### config.mk
export PLATFORM = sky130hd
export DESIGN_NAME = ro_measure_sequencer
export DESIGN_NICKNAME = d
export VERILOG_FILES = /design/src/rtl/ro_seq_pkg.sv /design/src/rtl/seq_timer.sv /design/src/rtl/ro_measure_sequencer.sv
export SDC_FILE = /design/constraint.sdc
export NUM_CORES = 1
export LEC_CHECK = 0
export CORE_ASPECT_RATIO = 0.8
export CORE_MARGIN = 8
export CORE_UTILIZATION = 50
export DETAILED_ROUTE_END_ITERATION = 10
export PLACE_DENSITY = 0.82
export SLEW_MARGIN = 30
export SYNTH_ARGS = -nofsm -noshare
export SYNTH_HDL_FRONTEND = slang
export SYNTH_SLANG_ARGS = --single-unit
export TNS_END_PERCENT = 5
### constraint.sdc
create_clock -name i_clk -period 1.93 [get_ports i_clk]
set_clock_uncertainty 0.05 [all_clocks]
set_input_delay 0.193 -clock i_clk [delete_from_list [all_inputs] [get_ports i_clk]]
set_output_delay 0.193 -clock i_clk [all_outputs]
set_load 0.02 [all_outputs]
### src/rtl/ro_seq_pkg.sv
// rtl/ro_seq_pkg.sv - shared types, frame constants and channel pick for the RO measurement sequencer
package ro_seq_pkg;

    typedef enum logic [2:0] {
        S_IDLE   = 3'd0,
        S_CLEAR  = 3'd1,
        S_GATE   = 3'd2,
        S_LATCH  = 3'd3,
        S_SETTLE = 3'd4,
        S_LOAD   = 3'd5,
        S_SHIFT  = 3'd6,
        S_DONE   = 3'd7
    } seq_state_t;

    localparam logic [3:0] PREAMBLE               = 4'b1010;
    localparam int         PREAMBLE_BITS          = $bits(PREAMBLE);
    localparam int         DEFAULT_COUNTER_LENGTH = 20;
    localparam int         FRAME_BITS             = DEFAULT_COUNTER_LENGTH + PREAMBLE_BITS;
    localparam int         MAX_CHANNELS           = 4;

    // Lowest set index wins; an empty mask yields 0, which callers never rely on.
    function automatic logic [1:0] lowest_set(input logic [MAX_CHANNELS-1:0] mask);
        logic [1:0] pick;
        pick = 2'd0;
        for (int i = MAX_CHANNELS - 1; i >= 0; i--) begin
            if (mask[i]) begin
                pick = 2'(i);
            end
        end
        return pick;
    endfunction

endpackage

### src/rtl/seq_timer.sv
// rtl/seq_timer.sv - loadable down-counter with a zero flag, times every sequencer state
module seq_timer #(
    parameter int WIDTH = 16
) (
    input  logic             i_clk,
    input  logic             i_rst,
    input  logic             i_load,
    input  logic [WIDTH-1:0] i_value,
    output logic             o_zero
);

    logic [WIDTH-1:0] r_count;

    always_ff @(posedge i_clk or posedge i_rst) begin
        if (i_rst) begin
            r_count <= '0;
        end else if (i_load) begin
            r_count <= i_value;
        end else if (r_count != '0) begin
            r_count <= r_count - WIDTH'(1);
        end
    end

    assign o_zero = (r_count == '0);

endmodule

### src/rtl/ro_measure_sequencer.sv
// rtl/ro_measure_sequencer.sv - clear/gate/latch/readout sweep over the ring-oscillator counters
module ro_measure_sequencer
    import ro_seq_pkg::*;
#(
    parameter int NUM_CHANNELS   = 3,
    parameter int COUNTER_LENGTH = DEFAULT_COUNTER_LENGTH,
    parameter int GATE_WIDTH     = 16,
    parameter int HOLD_CYCLES    = 4,
    parameter int SEND_LATENCY   = 3
) (
    input  logic                    i_clk,
    input  logic                    i_reset,
    input  logic                    i_start,
    input  logic                    i_continuous,
    input  logic [GATE_WIDTH-1:0]   i_gate_cycles,
    input  logic [NUM_CHANNELS-1:0] i_channel_mask,
    output logic                    o_ctr_reset,
    output logic                    o_latch_counter,
    output logic                    o_send_counter,
    output logic [1:0]              o_counter_select,
    output logic                    o_frame_active,
    output logic                    o_busy,
    output logic                    o_done
);

    localparam int FRAME_LEN    = COUNTER_LENGTH + PREAMBLE_BITS;
    localparam int SHIFT_CYCLES = SEND_LATENCY + FRAME_LEN;
    localparam int TW_SHIFT     = $clog2(SHIFT_CYCLES + 1);
    localparam int TW_HOLD      = $clog2(HOLD_CYCLES + 1);
    localparam int TW_A         = (GATE_WIDTH > TW_SHIFT) ? GATE_WIDTH : TW_SHIFT;
    localparam int TIMER_W      = (TW_A > TW_HOLD) ? TW_A : TW_HOLD;

    seq_state_t                r_state;
    seq_state_t                w_next_state;
    logic [NUM_CHANNELS-1:0]   r_mask;
    logic [GATE_WIDTH-1:0]     r_gate;
    logic [NUM_CHANNELS-1:0]   r_pending;
    logic [1:0]                r_channel;
    logic [MAX_CHANNELS-1:0]   w_pending4;
    logic [NUM_CHANNELS-1:0]   w_chan_bit;
    logic [1:0]                w_pick;
    logic                      w_timer_load;
    logic [TIMER_W-1:0]        w_timer_value;
    logic                      w_timer_zero;

    logic                      w_ctr_reset;
    logic                      w_latch_counter;
    logic                      w_send_counter;
    logic [1:0]                w_counter_select;
    logic                      w_frame_active;
    logic                      w_busy;
    logic                      w_done;

    always_comb begin
        w_pending4 = '0;
        w_pending4[NUM_CHANNELS-1:0] = r_pending;
        for (int i = 0; i < NUM_CHANNELS; i++) begin
            w_chan_bit[i] = (r_channel == 2'(i));
        end
    end

    assign w_pick = lowest_set(w_pending4);

    seq_timer #(
        .WIDTH (TIMER_W)
    ) u_timer (
        .i_clk   (i_clk),
        .i_rst   (i_reset),
        .i_load  (w_timer_load),
        .i_value (w_timer_value),
        .o_zero  (w_timer_zero)
    );

    always_ff @(posedge i_clk or posedge i_reset) begin
        if (i_reset) begin
            r_state <= S_IDLE;
        end else begin
            r_state <= w_next_state;
        end
    end

    always_comb begin
        w_next_state = r_state;
        case (r_state)
            S_IDLE:   if (i_start && (i_channel_mask != '0)) w_next_state = S_CLEAR;
            S_CLEAR:  if (w_timer_zero) w_next_state = S_GATE;
            S_GATE:   if (w_timer_zero) w_next_state = S_LATCH;
            S_LATCH:  if (w_timer_zero) w_next_state = S_SETTLE;
            S_SETTLE: if (w_timer_zero) w_next_state = S_LOAD;
            S_LOAD:   w_next_state = S_SHIFT;
            S_SHIFT:  if (w_timer_zero) w_next_state = (r_pending != '0) ? S_LOAD : S_DONE;
            S_DONE:   w_next_state = i_continuous ? S_CLEAR : S_IDLE;
            default:  w_next_state = S_IDLE;
        endcase
    end

    // Every state change reloads the timer with the length of the state being entered, minus one.
    always_comb begin
        w_timer_load  = (w_next_state != r_state);
        w_timer_value = '0;
        case (w_next_state)
            S_CLEAR, S_LATCH, S_SETTLE: w_timer_value = TIMER_W'(HOLD_CYCLES - 1);
            S_GATE:  w_timer_value = (r_gate == '0) ? '0 : TIMER_W'(r_gate) - TIMER_W'(1);
            S_SHIFT: w_timer_value = TIMER_W'(SHIFT_CYCLES - 1);
            default: w_timer_value = '0;
        endcase
    end

    always_comb begin
        w_ctr_reset      = (w_next_state == S_CLEAR);
        w_latch_counter  = (w_next_state == S_LATCH);
        w_send_counter   = (w_next_state == S_LOAD);
        w_frame_active   = (w_next_state == S_LOAD) || (w_next_state == S_SHIFT);
        w_busy           = (w_next_state != S_IDLE) && (w_next_state != S_DONE);
        w_done           = (w_next_state == S_DONE);
        w_counter_select = 2'd0;
        if (w_next_state == S_LOAD) begin
            w_counter_select = w_pick;
        end else if (w_next_state == S_SHIFT) begin
            w_counter_select = r_channel;
        end
    end

    always_ff @(posedge i_clk or posedge i_reset) begin
        if (i_reset) begin
            r_mask    <= '0;
            r_gate    <= '0;
            r_pending <= '0;
            r_channel <= 2'd0;
        end else begin
            if ((r_state == S_IDLE) && (w_next_state == S_CLEAR)) begin
                r_mask <= i_channel_mask;
                r_gate <= i_gate_cycles;
            end
            if (w_next_state == S_CLEAR) begin
                r_pending <= (r_state == S_IDLE) ? i_channel_mask : r_mask;
            end else if (r_state == S_LOAD) begin
                r_pending <= r_pending & ~w_chan_bit;
            end
            if (w_next_state == S_LOAD) begin
                r_channel <= w_pick;
            end
        end
    end

    // Outputs cross into oscillator domains, so they come straight from flops.
    always_ff @(posedge i_clk or posedge i_reset) begin
        if (i_reset) begin
            o_ctr_reset      <= 1'b0;
            o_latch_counter  <= 1'b0;
            o_send_counter   <= 1'b0;
            o_counter_select <= 2'd0;
            o_frame_active   <= 1'b0;
            o_busy           <= 1'b0;
            o_done           <= 1'b0;
        end else begin
            o_ctr_reset      <= w_ctr_reset;
            o_latch_counter  <= w_latch_counter;
            o_send_counter   <= w_send_counter;
            o_counter_select <= w_counter_select;
            o_frame_active   <= w_frame_active;
            o_busy           <= w_busy;
            o_done           <= w_done;
        end
    end

endmodule

## Word-level counts from Yosys, hierarchy flattened

Cells that the tools add are included.

| storage, ports and cells | value |
|---|---|
| bits of input ports | 23 |
| logic and storage cells | 71 |
| register bits after elaboration | 51 |
| output and inout bits | 8 |

| cells by class | value |
|---|---|
| equality and inequality tests | 18 |
| add/subtract/negate cells | 2 |
| bitwise operators | 2 |
| reduce and logical (&&, ||, !) cells | 15 |
| muxes and demuxes | 21 |

Operators with widths:

| kind | number |
|---|---|
| $mux W16 | 3 |
| $pmux W16 S3 | 1 |
| $logic_not A16 Y1 | 2 |
| $sub A16 B1 Y16 const B | 2 |
| $mux W3 | 9 |
| $eq A3 B3 Y1 const B | 8 |
| $pmux W3 S8 | 1 |
| $reduce_bool A16 Y1 | 1 |
| $eq A3 B2 Y1 const B | 4 |
| $mux W2 | 6 |
| $reduce_bool A3 Y1 | 3 |
| $eq A3 B1 Y1 const B | 2 |
| $reduce_bool A2 Y1 | 2 |
| $and A3 B3 Y3 | 1 |
| $logic_and A1 B1 Y1 | 3 |
| $logic_not A3 Y1 | 1 |
| $ne A3 B3 Y1 | 1 |
| $ne A3 B3 Y1 const B | 1 |
| $not A3 Y3 | 1 |
| $reduce_or A3 Y1 | 1 |
| $eq A2 B1 Y1 const B | 1 |
| $eq A2 B2 Y1 const B | 1 |
| $logic_not A2 Y1 | 1 |
| $logic_or A1 B1 Y1 | 1 |
| $mux W1 | 1 |

## Longest topological paths before layout

| depth | value |
|---|---|
| word-level depth | 8 |
| gate-level depth with buffers | 8 |

## Modules after synthesis

A second synthesis with hierarchy kept.

| unflattened totals | value |
|---|---|
| cell total of the unflattened synthesis | 304 |
| area total of the unflattened synthesis | 2,920.3 sq um |

By module, submodules not included:

| module | area an instance (sq um) | instances | cells an instance |
|---|---|---|---|
| ro_measure_sequencer | 1,938.1 | 1 | 196 |
| seq_timer | 982.2 | 1 | 108 |

## Worst setup path before layout

OpenSTA, ideal clock, no wires.

| timing | value |
|---|---|
| path kind | reg-to-reg |
| start | register u_timer.r_count[0] |
| end | register o_counter_select[0] |
| stages on the path, launching flop included | 8 |
| slack | 20 ps |
| arrival | 1,794 ps |
| clock period less this slack | 1,910 ps |
| cell sequence | dfrtp_1 inv_1 ha_1 nor3b_1 and4_1 nand2_1 or4b_1 nand2_1 |

| between the ends | value |
|---|---|
| cells in the longest elaborated chain, start to end | 6 |

Ends and longest elaborated chain:

| what | RTL line | source |
|---|---|---|
| start: declaration | seq_timer.sv:12 | `logic [WIDTH-1:0] r_count;` |
| start signal: assignment | seq_timer.sv:18 | `r_count <= i_value;` |
| start signal: assignment | seq_timer.sv:20 | `r_count <= r_count - WIDTH'(1);` |
| $logic_not A16 Y1 (*) | seq_timer.sv:24 | `assign o_zero = (r_count == '0);` |
| $mux W3 (on tied branches) | - |  |
| $pmux W3 S8 (*) | ro_measure_sequencer.sv:84 | `case (r_state)` |
| $eq A3 B3 Y1 | ro_measure_sequencer.sv:119 | `end else if (w_next_state == S_SHIFT) begin` |
| $mux W2 | ro_measure_sequencer.sv:119 |  |
| $mux W2 (*) | ro_measure_sequencer.sv:117 | `if (w_next_state == S_LOAD) begin` |
| named net w_counter_select[0] | ro_measure_sequencer.sv:49 | `logic [1:0] w_counter_select;` |
| end signal: assignment | ro_measure_sequencer.sv:160 | `o_counter_select <= w_counter_select;` |
| end: declaration | ro_measure_sequencer.sv:20 | `output logic [1:0] o_counter_select,` |

Mark *: on every way through the listed nets, which the timed path passes. The rest lies on a longest branch.
A chain may end at the register's enable or synchronous reset.

## Worst setup path after layout

| timing | value |
|---|---|
| start | register u_timer.r_count[15] |
| end | register u_timer.r_count[1] |

| between the ends | value |
|---|---|
| cells in the longest elaborated chain, start to end | 7 |

Ends and longest elaborated chain:

| what | RTL line | source |
|---|---|---|
| $logic_not A16 Y1 | seq_timer.sv:24 |  |
| $mux W3 (on tied branches) | - |  |
| $pmux W3 S8 | ro_measure_sequencer.sv:84 |  |
| $eq A3 B1 Y1, or another cell as far along | ro_measure_sequencer.sv:101 | `case (w_next_state)` |
| $reduce_or A3 Y1 | ro_measure_sequencer.sv:101 |  |
| $pmux W16 S3 | ro_measure_sequencer.sv:101 |  |
| $mux W16 | seq_timer.sv:17 | `end else if (i_load) begin` |

Parallel ways exist; a longest one is shown, timed or not.

==> tab_implementation.tex <==
\begin{tabular}{lr}
\hline
Metric & Value \\
\hline
\multicolumn{2}{l}{\textbf{Outcome}} \\
Outcome & finished with violations \\
Failing checks & setup timing \\
\multicolumn{2}{l}{\textbf{Synthesis}} \\
Number of distinct library cell variants in the gate-level netlist after synthesis & between 40 and 50 \\
Compound-cell area share of the yosys netlist & 0.126 \\
Post-synth design cell area & 2740 µm² \\
Xor/xnor share of the synthesized area & 0.0831 \\
Proportion of register bits with asynchronous set or reset after synthesis & 1.00 \\
Fraction of synthesized area in multiplexers & 0.0151 \\
Share of the synthesized area in the top cell type & 0.466 \\
Sequential fraction of the synthesis area & 0.466 \\
Count of yosys warnings during synthesis & 0 \\
Combinational family with the most area after synthesis & simple AND/OR/NAND/NOR gates \\
Leading register cell type out of synthesis & sky130\_fd\_sc\_hd\_\_dfrtp\_1 \\
Post-synthesis register bit count & 51 \\
Synth Area per Inst & 9.07 µm² \\
Number of enable flip-flop cells after synthesis & 0 \\
Area share of fa/ha/maj cells after synthesis & 0.0137 \\
Largest area contributor in the netlist & sky130\_fd\_sc\_hd\_\_dfrtp\_1 \\
Synthesized instance count & 302 \\
Simple-Gate Fraction of Synth Area & 0.265 \\
Mapped Nets & about 330 \\
Biggest area contributors in the synthesized netlist & sky130\_fd\_sc\_hd\_\_dfrtp\_1, sky130\_fd\_sc\_hd\_\_nand2\_1, sky130\_fd\_sc\_hd\_\_xnor2\_1 \\
\multicolumn{2}{l}{\textbf{GRT}} \\
Congestion Overflow GR & 0 \\
Overall Global Routing Usage & 0.181 \\
Vias in the first global route & 2,426 \\
First-pass GRT wire length & roughly 12 mm \\
Maximum number of pins on one net before global-route repair & 52 \\
Number of antenna violations at the first check in global routing & 0 \\
\multicolumn{2}{l}{\textbf{Worst setup path}} \\
Crit path cell chain & nor4\_1 > nand4\_1 > buf\_6 > a21oi\_4 > o32ai\_4 > a221oi\_2 \\
Arrival time at the worst endpoint & 2.28 ns \\
Kind of critical path & reg -> reg \\
Beginning of the worst register-to-register path & u\_timer.r\_count[15]\$\_DFFE\_PP0P\_ \\
CP startpoint & u\_timer.r\_count[15]\$\_DFFE\_PP0P\_ \\
Critical path's slowest cell & sky130\_fd\_sc\_hd\_\_nor4\_1 \\
CP endpoint kind & flop \\
CP Launch Type & flop \\
Crit path buffers/inverters & 1 \\
Data required time of the worst path & 2.09 ns \\
Top fanout value on the critical path & 8 \\
Largest incremental delay on the critical path & 0.57 ns \\
Top Family by Delay on Critical Path & simple AND/OR/NAND/NOR gates \\
\multicolumn{2}{l}{\textbf{CTS}} \\
Worst skew pair latency & 0.31 ns \\
Post-CTS Hold Fix Bufs & 0 \\
Total CTS buffers & 5 \\
CTS max path bufs & 2 \\
Clock sink count & 51 \\
CTS tree & done \\
Number of H-tree levels & 2 \\
Clock transition at the registers of the reported paths & roughly 0.090 ns \\
Library cell used as clock root buffer & sky130\_fd\_sc\_hd\_\_clkbuf\_8 \\
\multicolumn{2}{l}{\textbf{Route}} \\
Routed WL per cell & 16.9 µm \\
Count of routing violations after the opening detailed-route iteration & around 150 \\
Post-detailed-routing wire length & 7.34 mm \\
Vias after detailed routing & 2,477 \\
Number of detailed-route iterations in the first pass & 5 \\
DRC violation count after routing & 0 \\
Via density per instance & $\sim$5.7 \\
Routed Antenna Nets & 0 \\
\multicolumn{2}{l}{\textbf{Floorplan}} \\
Placeable Area & 5380 µm² \\
Die height & 82.2 µm \\
Die Wd & 98.8 µm \\
DIE AREA & 8120 µm² \\
Starting density of the core & 0.510 \\
Count of boundary I/O pins & 31 \\
Row count & 24 \\
\multicolumn{2}{l}{\textbf{STA}} \\
Final worst-path setup slack & -0.193 ns \\
Final clock period utilization by the worst path & 1.10 \\
Unrepaired setup endpoints after global routing & yes \\
Slew headroom & 0.593 \\
Fmax & 0.471 GHz \\
Slew at the pin with the worst max-slew slack & 0.604 ns \\
Accumulated negative setup slack & -3.14 ns \\
Time the worst path needs with I/O delays and setup & 2.12 ns \\
Final-report hold violation count & 0 \\
Final-report setup violation count & 26 \\
Fin. max-slew vios & 0 \\
\multicolumn{2}{l}{\textbf{Pwr}} \\
LEAKAGE & between 1.5 and 2 nW \\
Power per standard cell area & 1160 nW/µm² \\
Total chip power & 4.24 mW \\
Peak supply drop & 0.000722 V \\
\multicolumn{2}{l}{\textbf{Placed design}} \\
Setup slack at placement & -0.135 ns \\
Global placement routability congestion & 0.863 \\
DP Wirelength & 4.96 mm \\
Port buffer count & 30 \\
\multicolumn{2}{l}{\textbf{Cells and area}} \\
Area growth, synth to finish & 32.9\% \\
Count of fill cells added during filler insertion & approximately 420 \\
Antenna cells & 0 \\
Layout cell share with drive strength beyond 1 & 0.215 \\
Net count reported at finish & 394 \\
\multicolumn{2}{l}{\textbf{Worst hold path}} \\
Min-Delay Path Class & in -> async \\
\multicolumn{2}{l}{\textbf{Run}} \\
\# Max-Cap Violations & 0 \\
\hline
\end{tabular}
synthesized netlist by cell type, types with 4 or more instances:
| library cell | count |
|---|---|
| sky130_fd_sc_hd__nand2_1 | 71 |
| sky130_fd_sc_hd__dfrtp_1 | 51 |
| sky130_fd_sc_hd__xnor2_1 | 17 |
| sky130_fd_sc_hd__nor2_1 | 16 |
| sky130_fd_sc_hd__nor3_1 | 12 |
| sky130_fd_sc_hd__o22ai_1 | 12 |
| sky130_fd_sc_hd__nor4_1 | 9 |
| sky130_fd_sc_hd__xor2_1 | 9 |
| sky130_fd_sc_hd__a21oi_1 | 7 |
| sky130_fd_sc_hd__nand3_1 | 7 |
| sky130_fd_sc_hd__nand4_1 | 7 |
| sky130_fd_sc_hd__buf_2 | 6 |
| sky130_fd_sc_hd__inv_1 | 6 |
| sky130_fd_sc_hd__clkbuf_1 | 5 |
| sky130_fd_sc_hd__nor3b_1 | 5 |
| sky130_fd_sc_hd__o21ai_0 | 5 |
| sky130_fd_sc_hd__nand2b_1 | 4 |
| sky130_fd_sc_hd__o21ai_1 | 4 |
per-layer routing:
layer	track usage	share of wire	vias up
met4	0.0504	0.015	0
met5	0	0	-
met1	0.252	0.46	1164
li1	-	-	1204
met2	0.276	0.46	96
met3	0.0444	0.067	13
final cells by class:
cell class,instances,area (µm²),area share
repair buffers,73,643,0.177
flip-flops and latches,51,1280,0.350
clock buffers,6,82.6,0.0227
inverters,6,22.5,0.00618
well taps,65,81.3,0.0223
multi-input cells,231,1530,0.420
clock inverters,1,5.00,0.00137
metrics by stage:
step | std cells | instance area [µm²] | hold WS (ns) | utilization
3_5_place_dp | 422 | 3360 | 0.444 | 0.626
6_report | 433 | 3640 | 0.174 | 0.678
2_1_floorplan | 302 | 2740 | 0.248 | -
4_1_cts | 431 | 3490 | 0.196 | 0.649
5_1_grt | 433 | 3640 | 0.200 | 0.678
3_3_place_gp | 422 | 3360 | 0.438 | 0.626
power by group:
part	switching (mW)	internal [mW]
sequential	0.383	1.42
combinational	0.896	0.910
clock	0.344	0.282
total	1.62	2.62
cells by family (layout without fill, tap and decap cells):
group                      after synthesis  after routing
muxes                                    4              4
adders and majority gates                3              3
buffers and inverters                   20             86
AOI/OAI and AO/OA                       51             51
DFF                                     51             51
and+or+nand+nor                        147            147
xor gates and xnor gates                26             26
placed cells by master, fill, tap and decap left out, types with 5 or more instances in the layout:
master                            netlist  final
sky130_fd_sc_hd__xnor2_1               17     17
sky130_fd_sc_hd__nand2_1               71     69
sky130_fd_sc_hd__xor2_1                 9      9
sky130_fd_sc_hd__a21oi_1                7      6
sky130_fd_sc_hd__clkdlybuf4s50_1        0     30
sky130_fd_sc_hd__nor2_1                16     13
sky130_fd_sc_hd__nand4_1                7      7
sky130_fd_sc_hd__nand3_1                7      7
sky130_fd_sc_hd__o21ai_0                5      5
sky130_fd_sc_hd__buf_4                  1     40
sky130_fd_sc_hd__o22ai_1               12      9
sky130_fd_sc_hd__nor3_1                12     12
sky130_fd_sc_hd__clkbuf_8               0      6
sky130_fd_sc_hd__nor4_1                 9      8
sky130_fd_sc_hd__dfrtp_1               51     51
state kept, by name, summed over array words and instances, names as in the netlist, 2 cells and up:
register	count
r_pending	3
o_counter_select	2
u_timer.r_count	16
r_gate	16
r_channel	2
r_state	3
r_mask	3
worst register-to-register path, delay by kind of cell (launching register included):
| family | cells | cell delay (ns) |
|---|---|---|
| buf+inv | 1 | 0.20 |
| compound gates | 3 | 0.56 |
| simple gates | 2 | 0.80 |
| flops | 1 | 0.40 |
repair_timing:
| action | CTS | global route |
|---|---|---|
| gates resized for setup | 5 | 29 |
| buffers inserted | 2 | 3 |
| setup endpoints to repair | 25 | 27 |
| pin swaps | 3 | 9 |
| hold endpoints to repair | 0 | 0 |
final timing paths:
| kind | slack (ns) | cells past startpoint | to |
|---|---|---|---|
| setup / recovery | -0.19 | 6 | u_timer.r_count[1]$_DFFE_PP0P_ |
| hold / removal | 0.17 | 3 | r_mask[1]$_DFFE_PP0P_ |
| setup reg to reg | -0.19 | 6 | u_timer.r_count[1]$_DFFE_PP0P_ |
| hold reg to reg | 0.47 | 1 | r_mask[0]$_DFFE_PP0P_ |
| max in group asynchronous | 1.42 | 3 | u_timer.r_count[1]$_DFFE_PP0P_ |
| min in group i_clk | 0.35 | 3 | r_gate[15]$_DFFE_PP0P_ |
(Power assumes the default switching activity.)
